### src/rtl/carry_chain_pkg.sv
// Shared encodings for the fast-carry slice: CY0 sources, carry-in sources, load FSM states.
package carry_chain_pkg;

  localparam int FIELD_BITS = 4;

  typedef enum logic [2:0] {
    CY0_X0     = 3'd0,
    CY0_X1     = 3'd1,
    CY0_AND    = 3'd2,
    CY0_BYPASS = 3'd3,
    CY0_ZERO   = 3'd4,
    CY0_ONE    = 3'd5
  } cy0_sel_e;

  typedef enum logic [1:0] {
    CIN_CARRY     = 2'd0,
    CIN_ZERO      = 2'd1,
    CIN_ONE       = 2'd2,
    CIN_CARRY_ALT = 2'd3
  } cin_sel_e;

  typedef enum logic [1:0] {
    ST_IDLE,
    ST_LOAD,
    ST_ACTIVE
  } state_e;

endpackage

### src/rtl/carry_chain_slice_bit.sv
// One carry-chain bit: CY0 source mux, CYO propagate select, carry mux and sum XOR.
module carry_chain_bit
  import carry_chain_pkg::*;
(
  input  logic [2:0] cy0_sel,
  input  logic       cyo_sel,
  input  logic       lut_out,
  input  logic       x0,
  input  logic       x1,
  input  logic       bypass,
  input  logic       carry_in,
  output logic       carry_out,
  output logic       sum_out
);

  logic cy0;
  logic prop;

  // Encodings 6 and 7 are unused and fall through to a constant 0 generate.
  always_comb begin
    cy0 = 1'b0;
    case (cy0_sel_e'(cy0_sel))
      CY0_X0:     cy0 = x0;
      CY0_X1:     cy0 = x1;
      CY0_AND:    cy0 = x0 & x1;
      CY0_BYPASS: cy0 = bypass;
      CY0_ONE:    cy0 = 1'b1;
      default:    cy0 = 1'b0;
    endcase
  end

  assign prop      = cyo_sel ? lut_out : 1'b1;
  assign carry_out = prop ? carry_in : cy0;
  assign sum_out   = lut_out ^ carry_in;

endmodule

### src/rtl/carry_chain_slice.sv
// Runtime-configurable fast-carry slice with a daisy-chained serial config register.
// Define CARRY_SLICE_REG_OUT_EN to register sum_out/carry_out behind ce.
module carry_chain_slice
  import carry_chain_pkg::*;
#(
  parameter int WIDTH = 4
) (
  input  logic             clk,
  input  logic             rst_n,
  input  logic             cfg_en,
  input  logic             cfg_din,
  output logic             cfg_dout,
  output logic             cfg_valid,
  output logic             cfg_err,
  input  logic             ce,
  input  logic [WIDTH-1:0] lut_out,
  input  logic [WIDTH-1:0] x0,
  input  logic [WIDTH-1:0] x1,
  input  logic [WIDTH-1:0] bypass,
  input  logic             carry_in,
  output logic [WIDTH-1:0] sum_out,
  output logic             carry_out
);

  localparam int CFG_BITS = FIELD_BITS * WIDTH + 2;
  localparam int CNT_W    = $clog2(CFG_BITS + 1);
  localparam logic [CNT_W-1:0] CNT_FULL = CNT_W'(CFG_BITS);
  localparam logic [CNT_W-1:0] CNT_ONE  = CNT_W'(1);

  state_e               state, state_nxt;
  logic [CFG_BITS-1:0]  cfg_sr;
  logic [CNT_W-1:0]     bit_cnt, bit_cnt_nxt;
  logic                 cfg_err_nxt;
  logic                 active;
  logic                 chain_cin;
  logic [WIDTH:0]       carry;
  logic [WIDTH-1:0]     sum_raw;

  always_ff @(posedge clk) begin
    if (!rst_n) begin
      state   <= ST_IDLE;
      bit_cnt <= '0;
      cfg_err <= 1'b0;
      cfg_sr  <= '0;
    end else begin
      state   <= state_nxt;
      bit_cnt <= bit_cnt_nxt;
      cfg_err <= cfg_err_nxt;
      if (cfg_en)
        cfg_sr <= {cfg_sr[CFG_BITS-2:0], cfg_din};
    end
  end

  // The counter saturates so an over-shift still completes the load cleanly.
  always_comb begin
    state_nxt   = state;
    bit_cnt_nxt = bit_cnt;
    cfg_err_nxt = cfg_err;
    case (state)
      ST_IDLE, ST_ACTIVE: begin
        if (cfg_en) begin
          state_nxt   = ST_LOAD;
          bit_cnt_nxt = CNT_ONE;
          cfg_err_nxt = 1'b0;
        end
      end
      ST_LOAD: begin
        if (cfg_en) begin
          if (bit_cnt != CNT_FULL)
            bit_cnt_nxt = bit_cnt + CNT_ONE;
        end else if (bit_cnt == CNT_FULL) begin
          state_nxt = ST_ACTIVE;
        end else begin
          state_nxt   = ST_IDLE;
          cfg_err_nxt = 1'b1;
        end
      end
      default: state_nxt = ST_IDLE;
    endcase
  end

  assign active    = (state == ST_ACTIVE);
  assign cfg_valid = active;
  assign cfg_dout  = cfg_sr[CFG_BITS-1];

  always_comb begin
    chain_cin = carry_in;
    case (cin_sel_e'(cfg_sr[CFG_BITS-1 -: 2]))
      CIN_ZERO: chain_cin = 1'b0;
      CIN_ONE:  chain_cin = 1'b1;
      default:  chain_cin = carry_in;
    endcase
  end

  assign carry[0] = chain_cin;

  for (genvar i = 0; i < WIDTH; i++) begin : g_bit
    carry_chain_bit u_bit (
      .cy0_sel   (cfg_sr[FIELD_BITS*i +: 3]),
      .cyo_sel   (cfg_sr[FIELD_BITS*i + 3]),
      .lut_out   (lut_out[i]),
      .x0        (x0[i]),
      .x1        (x1[i]),
      .bypass    (bypass[i]),
      .carry_in  (carry[i]),
      .carry_out (carry[i+1]),
      .sum_out   (sum_raw[i])
    );
  end

`ifdef CARRY_SLICE_REG_OUT_EN
  logic [WIDTH-1:0] sum_q;
  logic             carry_q;

  // Leaving ACTIVE clears the register regardless of ce so outputs never leak mid-load.
  always_ff @(posedge clk) begin
    if (!rst_n || !active) begin
      sum_q   <= '0;
      carry_q <= 1'b0;
    end else if (ce) begin
      sum_q   <= sum_raw;
      carry_q <= carry[WIDTH];
    end
  end

  assign sum_out   = sum_q;
  assign carry_out = carry_q;
`else
  logic ce_unused;
  assign ce_unused = ce;
  assign sum_out   = active ? sum_raw : '0;
  assign carry_out = active & carry[WIDTH];
`endif

endmodule

### config.mk
export PLATFORM = sky130hd
export DESIGN_NAME = carry_chain_slice
export DESIGN_NICKNAME = d
export VERILOG_FILES = /design/src/rtl/carry_chain_pkg.sv /design/src/rtl/carry_chain_slice_bit.sv /design/src/rtl/carry_chain_slice.sv
export SDC_FILE = /design/constraint.sdc
export NUM_CORES = 1
export LEC_CHECK = 0
export CAP_MARGIN = 40
export CORE_MARGIN = 2
export CORE_UTILIZATION = 46
export DETAILED_ROUTE_END_ITERATION = 12
export DONT_BUFFER_PORTS = 1
export SETUP_SLACK_MARGIN = 0.4
export SLEW_MARGIN = 25
export SYNTH_ARGS = -nofsm -noshare
export SYNTH_HDL_FRONTEND = slang
export SYNTH_SLANG_ARGS = --single-unit
### constraint.sdc
create_clock -name clk -period 3.3 [get_ports clk]
set_clock_uncertainty 0.1 [all_clocks]
set_input_delay 0.33 -clock clk [delete_from_list [all_inputs] [get_ports clk]]
set_output_delay 0.33 -clock clk [all_outputs]
set_load 0.01 [all_outputs]
==> impl_summary.txt, run 1 <==
----------------------------------------------------
[Outcome]
  Status ... complete, but fails checks
  Violated checks ... design-rule violations

[Die]
  Die Area ... 3450 um^2
  Area inside the core boundary ... 2810 um^2
  Die width ... 58.8 um
  Number of top-level pins ... 30
  Floorplan die height ... 58.8 um
  Initial core utilization ... 0.492
  Placement row count ... 19

[Timing]
  Hold violation count in the final report ... 0
  Slew Limit Fails ... 0
  Post-Route Setup TNS ... 0 ps
  Max-Slew Margin vs Limit ... 0.729
  Highest clock rate ... 0.368 GHz
  Period minus WS final ... 2720 ps
  RSZ-0062 raised after global routing ... no
  Period Utilization, post-route ... 0.824
  Setup Viol. Count Final ... 0
  Worst slew pin tran ... 402 ps
  Worst hold margin ... 20.2 ps

[Synth]
  Post-synthesis register bit count ... 26
  Simple logic cell fraction of the synthesized area ... 0.252
  Mapped Cells ... 151
  Number of synthesized flops with an enable pin ... 0
  Fraction of synthesized area in multiplexers ... 0.145
  Post-synthesis share of cell area spent on xor and xnor gates ... 0.0318
  Sequential element share of the synthesized area ... 0.377
  Largest family of logic cells by synthesized area ... simple AND/OR/NAND/NOR gates
  Avg Inst Size Synth ... 9.13 um^2
  Main synth FF type ... sky130_fd_sc_hd__dfxtp_1
  Share of async-settable or async-resettable flops after synthesis ... 0
  Post-Synthesis Net Count ... 176
  Synthesized cell area ... 1380 um^2
  Number of library cell types mapped by synthesis ... 38
  Adder-Cell Fraction of Synth Area ... 0.0272
  Number of warning messages in the yosys log ... 0
  Compound-Gate Fraction of Synth Area ... 0.126

[Finish]
  Seq. cell area ... 520 um^2
  Ant diodes ... 0
  Commonest cells after routing, fill and taps aside ... sky130_fd_sc_hd__dfxtp_1, sky130_fd_sc_hd__nor2b_1, sky130_fd_sc_hd__mux2i_1
  Leading cell type in the layout, fill and taps excluded ... sky130_fd_sc_hd__dfxtp_1
  Multi-input logic area ... 803 um^2
  Number of nets in the final layout ... 178
  Area growth from synthesis to final layout ... 6.53%
  Fraction of final layout cells with drive strength greater than 1 ... 0.0724
  Filler cell count ... 275
  Final Non-Filler Cells ... 183

[Clock network]
  CTS tree ... built
  Number of buffers added by the clock tree synthesis step ... 3
  Bufs on Longest Clock Path ... 2
  Hold-fix buffers at CTS ... 1
  Buffer type at the clock tree root ... sky130_fd_sc_hd__clkbuf_4
  H-tree depth reported by CTS ... 1
  Clock transition at path regs ... 150 ps
  Number of clock sinks ... 26
  # resized after CTS ... 0
  Number of setup buffers added after CTS ... 0
  Clock insertion delay at the later pin of the skew report ... 330 ps

[Critical path]
  Cell-by-cell listing of the critical path ... inv_1, ha_1, mux2i_1, o21ai_0, a211oi_1, o21ai_0, a21oi_1
  Cell with the largest stage delay on the worst path ... sky130_fd_sc_hd__a211oi_1
  Sort of element at the end of the critical path ... output port
  Arrival time at the worst endpoint ... 2290 ps
  Required time at the endpoint of the critical path ... 2870 ps
  Number of buffer and inverter instances along the worst setup path ... 1
  Worst setup SP type ... flip-flop
  Largest fanout on the critical path ... 3
  Delay of the slowest critical-path stage ... 410 ps
  Most frequent cell on the critical path ... sky130_fd_sc_hd__o21ai_0
  Delay-heaviest family, CP ... compound AO/OA/AOI/OAI gates
  WS Path Type ... flip-flop to output port

[Pwr]
  Pwr Total ... 0.578 mW
  Max VDD drop ... 0.000198 V
  Static power due to leakage ... 0.583 nW
  P per Cell Area ... 394 nW/um^2

[GRT]
  Number of antenna violations at the first check in global routing ... 0
  Residual overflow from global routing ... 0
  Combined global-route utilization of all metal layers ... 0.154
  Maximum number of pins on one net before global-route repair ... 24
  Vias in the first global route ... 984
  Wire length of the first global-routing pass ... 4.12 mm

[Detailed routing]
  Average via count per standard cell ... 5.50
  Residual DRC ... 2
  Detailed Route Iter0 Violations ... 29
  Number of routed nets with antenna violations ... 0
  Pre-Repair DR Iteration Count ... 8
  Vias ... 1006
  Total Wirelength ... 2.50 mm
  Routed WL per cell ... 13.6 um

[Placement]
  DPL Wire Length ... 1.84 mm
  GPL Wtd Cong ... 0.802
  IO Port Bufs ... 0
  Dpl cells ... 177

[Hold path]
  Worst hold path type ... primary input to flip-flop

[Job]
  Max-cap violations ... 0

----------------------------------------------------
## through the flow
stage          utilization  worst slack [ps]  cell area (um^2)
2_1_floorplan            -              1200              1380
3_3_place_gp         0.498              1010              1400
3_5_place_dp         0.498               965              1400
4_1_cts              0.520               569              1460
5_1_grt              0.524               429              1470
6_report             0.524               579              1470
## where the power goes
part | total, mW | internal, mW | switching, mW
logic | 0.0355 | 0.0206 | 0.0148
clock network | 0.221 | 0.123 | 0.0980
registers | 0.322 | 0.318 | 0.00402
total | 0.578 | 0.461 | 0.117
## state kept, by name, summed over array words and instances, names as in the netlist
| name | cells |
|---|---|
| cfg_sr | 18 |
| state | 2 |
| bit_cnt | 5 |
| cfg_err | 1 |
## synthesized netlist by cell type, drive strengths merged, types with 2 or more instances
cell type  instances  area (um^2)
dfxtp             26          521
nor2b             22          138
mux2i             20          200
nor2              13         51.3
inv                9         33.8
o21ai              7         38.8
nand2              6         22.5
nand2b             5         31.3
o211ai             4         30.0
xor2               4         35.0
a21oi              3         15.0
clkbuf             3         11.3
ha                 3         37.5
nand3              3         15.0
buf                2         10.0
nand4              2         12.5
nor4               2         27.5
o211a              2         20.0
## path summary, 6_finish.rpt
check / from / end / slack [ps] / cells past startpoint
max reg2reg: bit_cnt[0]$_SDFFE_PN0P_ / bit_cnt[3]$_SDFFE_PN0P_ / 1720 / 8
min: rst_n / cfg_sr[7]$_SDFFE_PN0P_ / 20 / 1
max: cfg_sr[16]$_SDFFE_PN0P_ / sum_out[3] / 580 / 7
min reg2reg: bit_cnt[4]$_SDFFE_PN0P_ / bit_cnt[4]$_SDFFE_PN0P_ / 440 / 2
## cell families after synthesis
logic type / after synthesis
buffers and inverters: 14
DFF: 26
xor gates and xnor gates: 5
adders and majority gates: 3
muxes: 20
AOI/OAI and AO/OA: 23
and+or+nand+nor: 60
## area by class of cell
class	count	share of cell area
flip-flops and latches	26	0.354
inverters	9	0.0230
well taps	31	0.0264
clock buffers	3	0.0153
clock inverters	1	0.0204
multi-input cells	111	0.547
repair buffers	2	0.0136
## layer usage
| metal | vias to the layer above | track usage | share of wire |
|---|---|---|---|
| li1 | 522 | - | - |
| met5 | - | 0 | 0 |
| met4 | 0 | 0.0682 | 0.023 |
| met2 | 20 | 0.243 | 0.46 |
| met3 | 6 | 0.0396 | 0.052 |
| met1 | 458 | 0.199 | 0.47 |
No activity file was read; power rests on OpenSTA's default activity.
==> run 2, diff against run 1 <==
- clock period: 3.3 -> 2.4 ns (I/O delays scaled with it)
==> run 2 against run 1 <==
Effect of this change: flip-flop and latch count stayed put; cell area is 11% higher; critical path depth did not move; first-iteration DRC count shrank 17%; largest cell class unchanged; global-route usage rose by 1.6 points; combinational power is 100% higher; final cell count grew 3.8%; clock power grew 35%; sequential share of layout area fell by 2.7 points; hold slack worse by 1.1 ps; register-to-register slack got worse by 930 ps; the run still ends with design-rule violations left.
==> impl_summary.txt, run 2 (same netlist as run 1, synthesis figures left out) <==
----------------------------------------------------
[Finish]
  Area growth from synthesis to final layout ... 17.8%
  Biggest register ... cfg_sr
  Fraction of final layout cells with drive strength greater than 1 ... 0.226
  Post-layout util ... 0.579
  Post-route cell area ... 1620 um^2
  Filler cell count ... 266
  Final Non-Filler Cells ... 190
  Commonest cells after routing, fill and taps aside ... sky130_fd_sc_hd__nor2b_1, sky130_fd_sc_hd__mux2i_1, sky130_fd_sc_hd__dfxtp_1
  Ant diodes ... 0
  Max FFs per register ... 18
  Number of nets in the final layout ... 185
  Top Registers ... cfg_sr x18, bit_cnt x5, state x2
  Leading cell type in the layout, fill and taps excluded ... sky130_fd_sc_hd__nor2b_1

[Clock network]
  Number of clock sinks ... 26
  Clock insertion delay at the later pin of the skew report ... 320 ps
  H-tree depth reported by CTS ... 1
  Buffer type at the clock tree root ... sky130_fd_sc_hd__clkbuf_4
  Bufs on Longest Clock Path ... 2
  Clock transition at path regs ... 140 ps
  CTS tree ... built
  Number of buffers added by the clock tree synthesis step ... 3

[Timing]
  Period Utilization, post-route ... 0.935
  Slew Limit Fails ... 0
  Post-Route Setup TNS ... 0 ps
  Hold violation count in the final report ... 0
  Worst path setup slack after routing ... 157 ps
  RSZ-0062 raised after global routing ... yes
  Max-Slew Margin vs Limit ... 0.563
  Worst slew pin tran ... 654 ps
  Period minus WS final ... 2240 ps
  Setup Viol. Count Final ... 0
  Highest clock rate ... 0.446 GHz

[GRT]
  Residual overflow from global routing ... 0
  Combined global-route utilization of all metal layers ... 0.171
  Maximum number of pins on one net before global-route repair ... 23
  Wire length of the first global-routing pass ... 4.59 mm
  Vias in the first global route ... 1097
  Number of antenna violations at the first check in global routing ... 0

[Detailed routing]
  Routed WL per cell ... 14.5 um
  Detailed Route Iter0 Violations ... 24
  Average via count per standard cell ... 5.42
  Vias ... 1029
  Residual DRC ... 2
  Number of routed nets with antenna violations ... 0
  Pre-Repair DR Iteration Count ... 7
  Total Wirelength ... 2.76 mm

[Critical path]
  Largest fanout on the critical path ... 3
  Required time at the endpoint of the critical path ... 2060 ps
  Source of the worst register-to-register timing path ... bit_cnt[0]$_SDFFE_PN0P_
  Sort of element at the end of the critical path ... output port
  Worst setup SP type ... flip-flop
  Crit path launch ... cfg_sr[16]$_SDFFE_PN0P_
  Arrival time at the worst endpoint ... 1900 ps
  WS Path Type ... flip-flop to output port

[Die]
  Initial core utilization ... 0.492
  Area inside the core boundary ... 2810 um^2
  Die width ... 58.8 um
  Floorplan die height ... 58.8 um
  Placement row count ... 19
  Number of top-level pins ... 30
  Die Area ... 3450 um^2

[Placement]
  Cell area after placement ... 1400 um^2
  Dpl cells ... 177
  IO Port Bufs ... 0
  DPL Wire Length ... 1.93 mm
  Pre-CTS setup slack ... 193 ps
  GPL Wtd Cong ... 0.789

[Pwr]
  Max VDD drop ... 0.000376 V
  Switching part of the total ... 0.209
  P per Cell Area ... 500 nW/um^2
  Proportion of power drawn by flip-flops and latches ... 0.544
  Clk pwr share ... 0.368
  Pint ... 0.642 mW
  Combinational fraction of design power ... 0.088
  Static power due to leakage ... 0.632 nW
  Switching power ... 0.170 mW

[Outcome]
  Status ... complete, but fails checks
  Violated checks ... design-rule violations

[Hold path]
  Hold path startpoint ... cfg_en
  Worst hold path type ... primary input to flip-flop

[Job]
  Max-cap violations ... 0

----------------------------------------------------
## run 2: final cells by class
type	instances	area (um^2)	area share
tap	31	38.8	0.0239
sequential	26	532	0.327
timing repair buffer	9	82.6	0.0508
inverter	9	33.8	0.0208
multi-input combinational	111	885	0.545
clock buffer	3	22.5	0.0139
clock inverter	1	30.0	0.0185
## run 2: metrics by stage
step / hold WS, ps / total power, mW
2_1_floorplan: 268 / 0.501
3_3_place_gp: 270 / 0.495
3_5_place_dp: 275 / 0.497
4_1_cts: 10.7 / 0.819
5_1_grt: 14.8 / 0.847
6_report: 19.1 / 0.812
## run 2: worst max-delay path, cell delays in order (launching register included)
cell and delay [ps]:
sky130_fd_sc_hd__dfxtp_2 360, sky130_fd_sc_hd__inv_2 40, sky130_fd_sc_hd__ha_4 270, sky130_fd_sc_hd__mux2i_4 230, sky130_fd_sc_hd__o21ai_2 90, sky130_fd_sc_hd__a211oi_2 270
sky130_fd_sc_hd__nor2_1 80, sky130_fd_sc_hd__o211a_1 250
## run 2: worst paths after layout
check | to | slack [ps] | depth (start not counted)
min | cfg_sr[17]$_SDFFE_PN0P_ | 20 | 2
max | carry_out | 160 | 7
min reg2reg | bit_cnt[4]$_SDFFE_PN0P_ | 440 | 2
max reg2reg | bit_cnt[4]$_SDFFE_PN0P_ | 790 | 8
## run 2: repair_timing
item | in CTS | in global routing
endpoints found under the hold margin | 23 | 0
gates resized for setup | 14 | 11
pin swaps | 9 | 8
hold buffers | 3 | 0
endpoints found under the setup margin | 4 | 4
setup buffers | 3 | 2
## run 2: power groups by stage
stage,sequential (mW),clock (mW),combinational (mW)
2_1_floorplan,0.451,0,0.0505
3_3_place_gp,0.452,0,0.0437
3_5_place_dp,0.452,0,0.0447
4_1_cts,0.441,0.311,0.0663
5_1_grt,0.443,0.325,0.0785
6_report,0.442,0.299,0.0718
## run 2: layer usage
metal | GRT usage | vias up | share of wire
li1 | - | 537 | -
met1 | 0.206 | 468 | 0.44
met2 | 0.308 | 18 | 0.49
met3 | 0.0308 | 6 | 0.050
met4 | 0.0487 | 0 | 0.016
met5 | 0 | - | 0
==> edit 1 (flow settings as in run 2) <==
The option `CARRY_SLICE_REG_OUT_EN` is turned on by a define.
--- a/src/rtl/carry_chain_slice.sv
+++ b/src/rtl/carry_chain_slice.sv
@@ -1,5 +1,7 @@
 // Runtime-configurable fast-carry slice with a daisy-chained serial config register.
 // Define CARRY_SLICE_REG_OUT_EN to register sum_out/carry_out behind ce.
+`define CARRY_SLICE_REG_OUT_EN
+
 module carry_chain_slice
   import carry_chain_pkg::*;
 #(
Check against the original RTL: same outputs for any inputs over 10 cycles, from zero or initial values and one cycle with rst_n low; that may be too few to reach the edited logic, so the function may still have changed.
==> edit 1 against run 2 <==
- area after synthesis rose by 14%
- design area rose by 7.4%
- critical endpoint is now sum_out[2]$_SDFFE_PP0P_
- worst setup slack improved by 0.40 ns
- clock power rose by 4%
- sequential cell count rose by 5
- power rose by 12%
- wire length rose by 14%
- die area rose by 13%
- non-clock buffer count fell by 1
- critical path type is now flop to flop
==> edit 1: results (changes against run 2) <==
synthArstFlopShare_pct: 0  # unchanged
finalWeightedCongestion: 0.811  # was 0.789
htree_levels: 2  # was 1
drive_above_1_share_pct: 10.6  # was 22.6%
dpl_worst_slack_ns: 0.528  # was 0.193 ns
synthTopCellsByArea: "dfxtp_1 40%, mux2i_1 13%, nor2b_1 9.6%"  # was dfxtp_1 38%, mux2i_1 15%, nor2b_1 10%
p_leak_nw: 0.675  # was 0.632 nW
grt_pass1_wl_um: 5670  # was 4590 um
vias_per_cell: 5.39  # was 5.42
status: "complete, no violations"  # was finished, violations left
numCtsBuffers: 5  # was 3
largest_register_ffs: 18  # unchanged
cp_max_fo: 3  # unchanged
drt_iter0_drc: 38  # was 24
registers.top_by_ff_count: "cfg_sr"  # unchanged
critPathSlowestCell: "dfxtp_1"  # was dfxtp_2
holdCritPathClass: "input pin to flop"  # unchanged
clk_pin_slew_ns: 0.10  # was 0.14 ns
clock_latency_ns: 0.33
dp_hpwl_um: 2130  # was 1930 um
cts-root-buf: "clkbuf_4"  # unchanged
layout.nets: 195  # was 185
drt-pass1-iter-count: 4  # was 7
grt_max_degree: 25  # was 23
antenna_cells: 0  # unchanged
slew_headroom_pct: 50.4  # was 56.3%
grt_pass1_vias: 1203  # was 1097
seq_area_frac_synth_pct: 39.6  # was 37.7%
ys_types: 41  # was 38
synth_warnings: 0  # unchanged
grt_use_total_pct: 18.5  # was 17.1%
portBuffers: 0  # unchanged
yosys-top-cells-count: "31 x dfxtp_1, 24 x nor2b_1, 21 x mux2i_1"  # was 26 x dfxtp_1, 22 x nor2b_1, 20 x mux2i_1
antenna_found_initial: 0  # unchanged
syn-num-nets: 184  # was 176
wl_per_cell_um: 14.6  # was 14.5 um
max-vdd-ir-drop_v: 0.000373  # was 0.000376 V
synth_ff_type: "dfxtp_1"  # unchanged
clk_path_buf_depth: 2  # unchanged
cp.arrival_ns: 1.98  # was 1.90 ns
crit_family: "compound AO/OA/AOI/OAI gates"  # unchanged
## edit 1: cell count changes after synthesis, moves of 2 or more
cell              run 2  this run
and2_1                0         2
nand2b_1              5         2
a22o_1                0         2
o2111ai_1             0         3
inv_1                 8        11
dfxtp_1              26        31
nor2_1               12        10
nor2b_1              22        24
a21oi_1               3         0
nand3_1               3         0
## edit 1: cell families (layout without fill, tap and decap cells)
group | count (synthesis) | in the layout | share of synthesized area, %
XOR/XNOR | 6 | 6 | 3.36
buffers and inverters | 16 | 27 | 4.56
AND/OR/NAND/NOR | 54 | 54 | 21.2
flip-flops | 31 | 31 | 39.6
multiplexers | 21 | 21 | 13.4
AO/OA/AOI/OAI | 28 | 28 | 15.4
adder cells (fa/ha/maj) | 3 | 3 | 2.40
## edit 1: area by class of cell
| type | count | area (um2) |
|---|---|---|
| timing repair buffer | 8 | 85.1 |
| fill | 331 | 1570 |
| sequential | 31 | 621 |
| inverter | 12 | 47.5 |
| tap | 46 | 57.6 |
| clock buffer | 6 | 51.3 |
| clock inverter | 1 | 5.00 |
| multi-input combinational | 112 | 877 |
## edit 1: report_power, final
part           total [mW]  switching [mW]  internal, mW
Sequential          0.527         0.00719         0.519
Clock               0.311           0.175         0.136
Combinational      0.0759          0.0348        0.0411
## edit 1: final timing paths
path	start	end	slack, ns	cells after the start
setup / recovery	cfg_sr[16]$_SDFFE_PN0P_	sum_out[2]$_SDFFE_PP0P_	0.56	8
hold / removal	cfg_en	cfg_sr[1]$_SDFFE_PN0P_	0.006	2
setup reg to reg	cfg_sr[16]$_SDFFE_PN0P_	sum_out[2]$_SDFFE_PP0P_	0.56	8
hold reg to reg	bit_cnt[4]$_SDFFE_PN0P_	bit_cnt[4]$_SDFFE_PN0P_	0.43	2
## edit 1: metal layers
layer | vias to the layer above | routed length, um | track usage (%)
li1 | 576 | - | -
met1 | 553 | 1400 | 22.9
met2 | 31 | 1410 | 28.3
met3 | 4 | 310 | 9.60
met4 | 0 | 28 | 5.00
met5 | - | 0 | 0
## edit 1: stage by stage
step / area (um2) / util, % / cells / power, mW
6_report: 1740 / 52.7 / 216 / 0.913
5_1_grt: 1740 / 52.7 / 216 / 0.957
4_1_cts: 1730 / 52.1 / 215 / 0.919
3_5_place_dp: 1600 / 48.3 / 201 / 0.590
3_3_place_gp: 1600 / 48.3 / 201 / 0.587
2_1_floorplan: 1570 / - / 159 / 0.594
## edit 1: what timing repair did
action	in CTS	in global routing
buffers inserted	0	0
resized for setup	0	1
endpoints found under the setup margin	0	1
hold buffers	7	0
hold endpoints to repair	26	0
==> edit 2 (config.mk and constraints of run 2) <==
Made on the original files. Register the outputs `cfg_dout` and `cfg_valid`, cleared by the reset; this adds one clock of latency there. The other outputs are not delayed to match.
--- a/src/rtl/carry_chain_slice.sv
+++ b/src/rtl/carry_chain_slice.sv
@@ -80,8 +80,15 @@
   end
 
   assign active    = (state == ST_ACTIVE);
-  assign cfg_valid = active;
-  assign cfg_dout  = cfg_sr[CFG_BITS-1];
+  always_ff @(posedge clk) begin
+    if (!rst_n) begin
+      cfg_dout  <= '0;
+      cfg_valid <= '0;
+    end else begin
+      cfg_dout  <= cfg_sr[CFG_BITS-1];
+      cfg_valid <= active;
+    end
+  end
 
   always_comb begin
     chain_cin = carry_in;
Formal check against the unedited RTL: same outputs for any inputs over 10 cycles, from zero or initial values and one cycle with rst_n low; that may be too few to reach the edited logic, so the function may still have changed.
==> edit 2 against run 2 <==
- wire length increased by 4.4%
- global-route usage down 0.89 points
- cell count increased by 5.3%
- power increased by 6.4%
- area after synthesis up 4.1%
- sequential cell count up 2
- count of clock-buffer cells in the layout is the same
- design area rose by 5.5%
- worst setup slack got worse by 0.031 ns
- non-clock buffer count up 3
- sequential power is 7.7% higher
- highest routed layer unchanged
==> edit 2: results (changes against run 2) <==
status: "complete, no violations"  # was finished, violations left
synthMuxAreaShare_pct: 13.9  # was 14.5%
drt-pass1-iter-count: 4  # was 7
clock_latency_ns: 0.33
wl_met3_um: 124  # was 137 um
routed-via-count: 1062  # was 1029
drt_iter0_drc: 51  # was 24
syn_area_per_cell_um2: 9.20  # was 9.13 um2
dp_hpwl_um: 1870  # was 1930 um
drive_above_1_share_pct: 21.6  # was 22.6%
max-vdd-ir-drop_v: 0.000364  # was 0.000376 V
grt_max_degree: 25  # was 23
cp.arrival_ns: 1.93  # was 1.90 ns
clk_path_buf_depth: 2  # unchanged
synth_compound_area_share_pct: 10.4  # was 12.6%
synth_xor_area_share_pct: 3.66  # was 3.18%
layout.nets: 193  # was 185
grt_use_met1_pct: 19.9  # was 20.6%
wl_per_cell_um: 14.4  # was 14.5 um
grt_pass1_wl_um: 4350  # was 4590 um
grt_pass1_vias: 967  # was 1097
dp_cells: 184  # was 177
seq_area_frac_synth_pct: 39.1  # was 37.7%
met3_usage_pct: 3.25  # was 3.08%
crit_family: "flip-flops"  # was compound AO/OA/AOI/OAI gates
gr-usage-met2_pct: 27.3  # was 30.8%
p_leak_nw: 0.670  # was 0.632 nW
synth_fa_ha_area_share_pct: 2.62  # was 2.72%
wl_met1_um: 1270  # was 1220 um
r2r_cells: 6  # was 8
ys_types: 32  # was 38
yosys-top-cells-count: "28 x dfxtp_1, 26 x nor2b_1, 20 x mux2i_1"  # was 26 x dfxtp_1, 22 x nor2b_1, 20 x mux2i_1
==> edit 2: cell types whose count changed in the layout (fill, tap and decap cells not counted), sizes merged, moves of 2 or more <==
| cell | change |
|---|---|
| and2 | +2 |
| a31oi | +2 |
| and3 | +2 |
| dfxtp | +2 |
| o21ai | -2 |
| nor2b | +4 |
| inv | +2 |
| a21oi | -2 |
| a22oi | +2 |
| dlygate4sd3 | +3 |
==> edit 2: through the flow <==
stage | instance area [um2] | setup WS [ns] | total power, mW | utilization (%)
6_report | 1710 | 0.125 | 0.864 | 57.1
5_1_grt | 1710 | 0.0178 | 0.904 | 57.1
4_1_cts | 1630 | 0.153 | 0.868 | 54.3
3_5_place_dp | 1460 | 0.399 | 0.533 | 48.5
3_3_place_gp | 1460 | 0.389 | 0.532 | 48.5
2_1_floorplan | 1440 | 0.504 | 0.537 | -
==> edit 2: timing repair <==
item                       CTS  global route
setup endpoints to repair    4             5
buffers inserted             2             3
pin swaps                    9             6
hold buffers                 5             1
gates resized for setup     15             8
hold endpoints to repair    25             1
==> edit 2: final timing paths <==
path                      startpoint               endpoint  slack [ns]
max          cfg_sr[16]$_SDFFE_PN0P_             sum_out[2]        0.13
min                            rst_n   cfg_err$_SDFFE_PN0P_        0.07
max reg2reg  bit_cnt[0]$_SDFFE_PN0P_  state[1]$_SDFFE_PN0P_        0.59
min reg2reg  cfg_sr[17]$_SDFFE_PN0P_    cfg_dout$_SDFF_PN0_        0.44
==> edit 2: layout make-up <==
cell class	count	area (um2)
multi-input cells	112	893
well taps	33	41.3
fillers	272	1290
repair buffers	12	116
clock inverters	1	30.0
clock buffers	3	22.5
flip-flops and latches	28	569
inverters	11	41.3
==> edit 2: power breakdown <==
group          internal, mW  switching [mW]
Clock                 0.169           0.140
Combinational        0.0406          0.0380
Sequential            0.469         0.00655
Total                 0.679           0.185
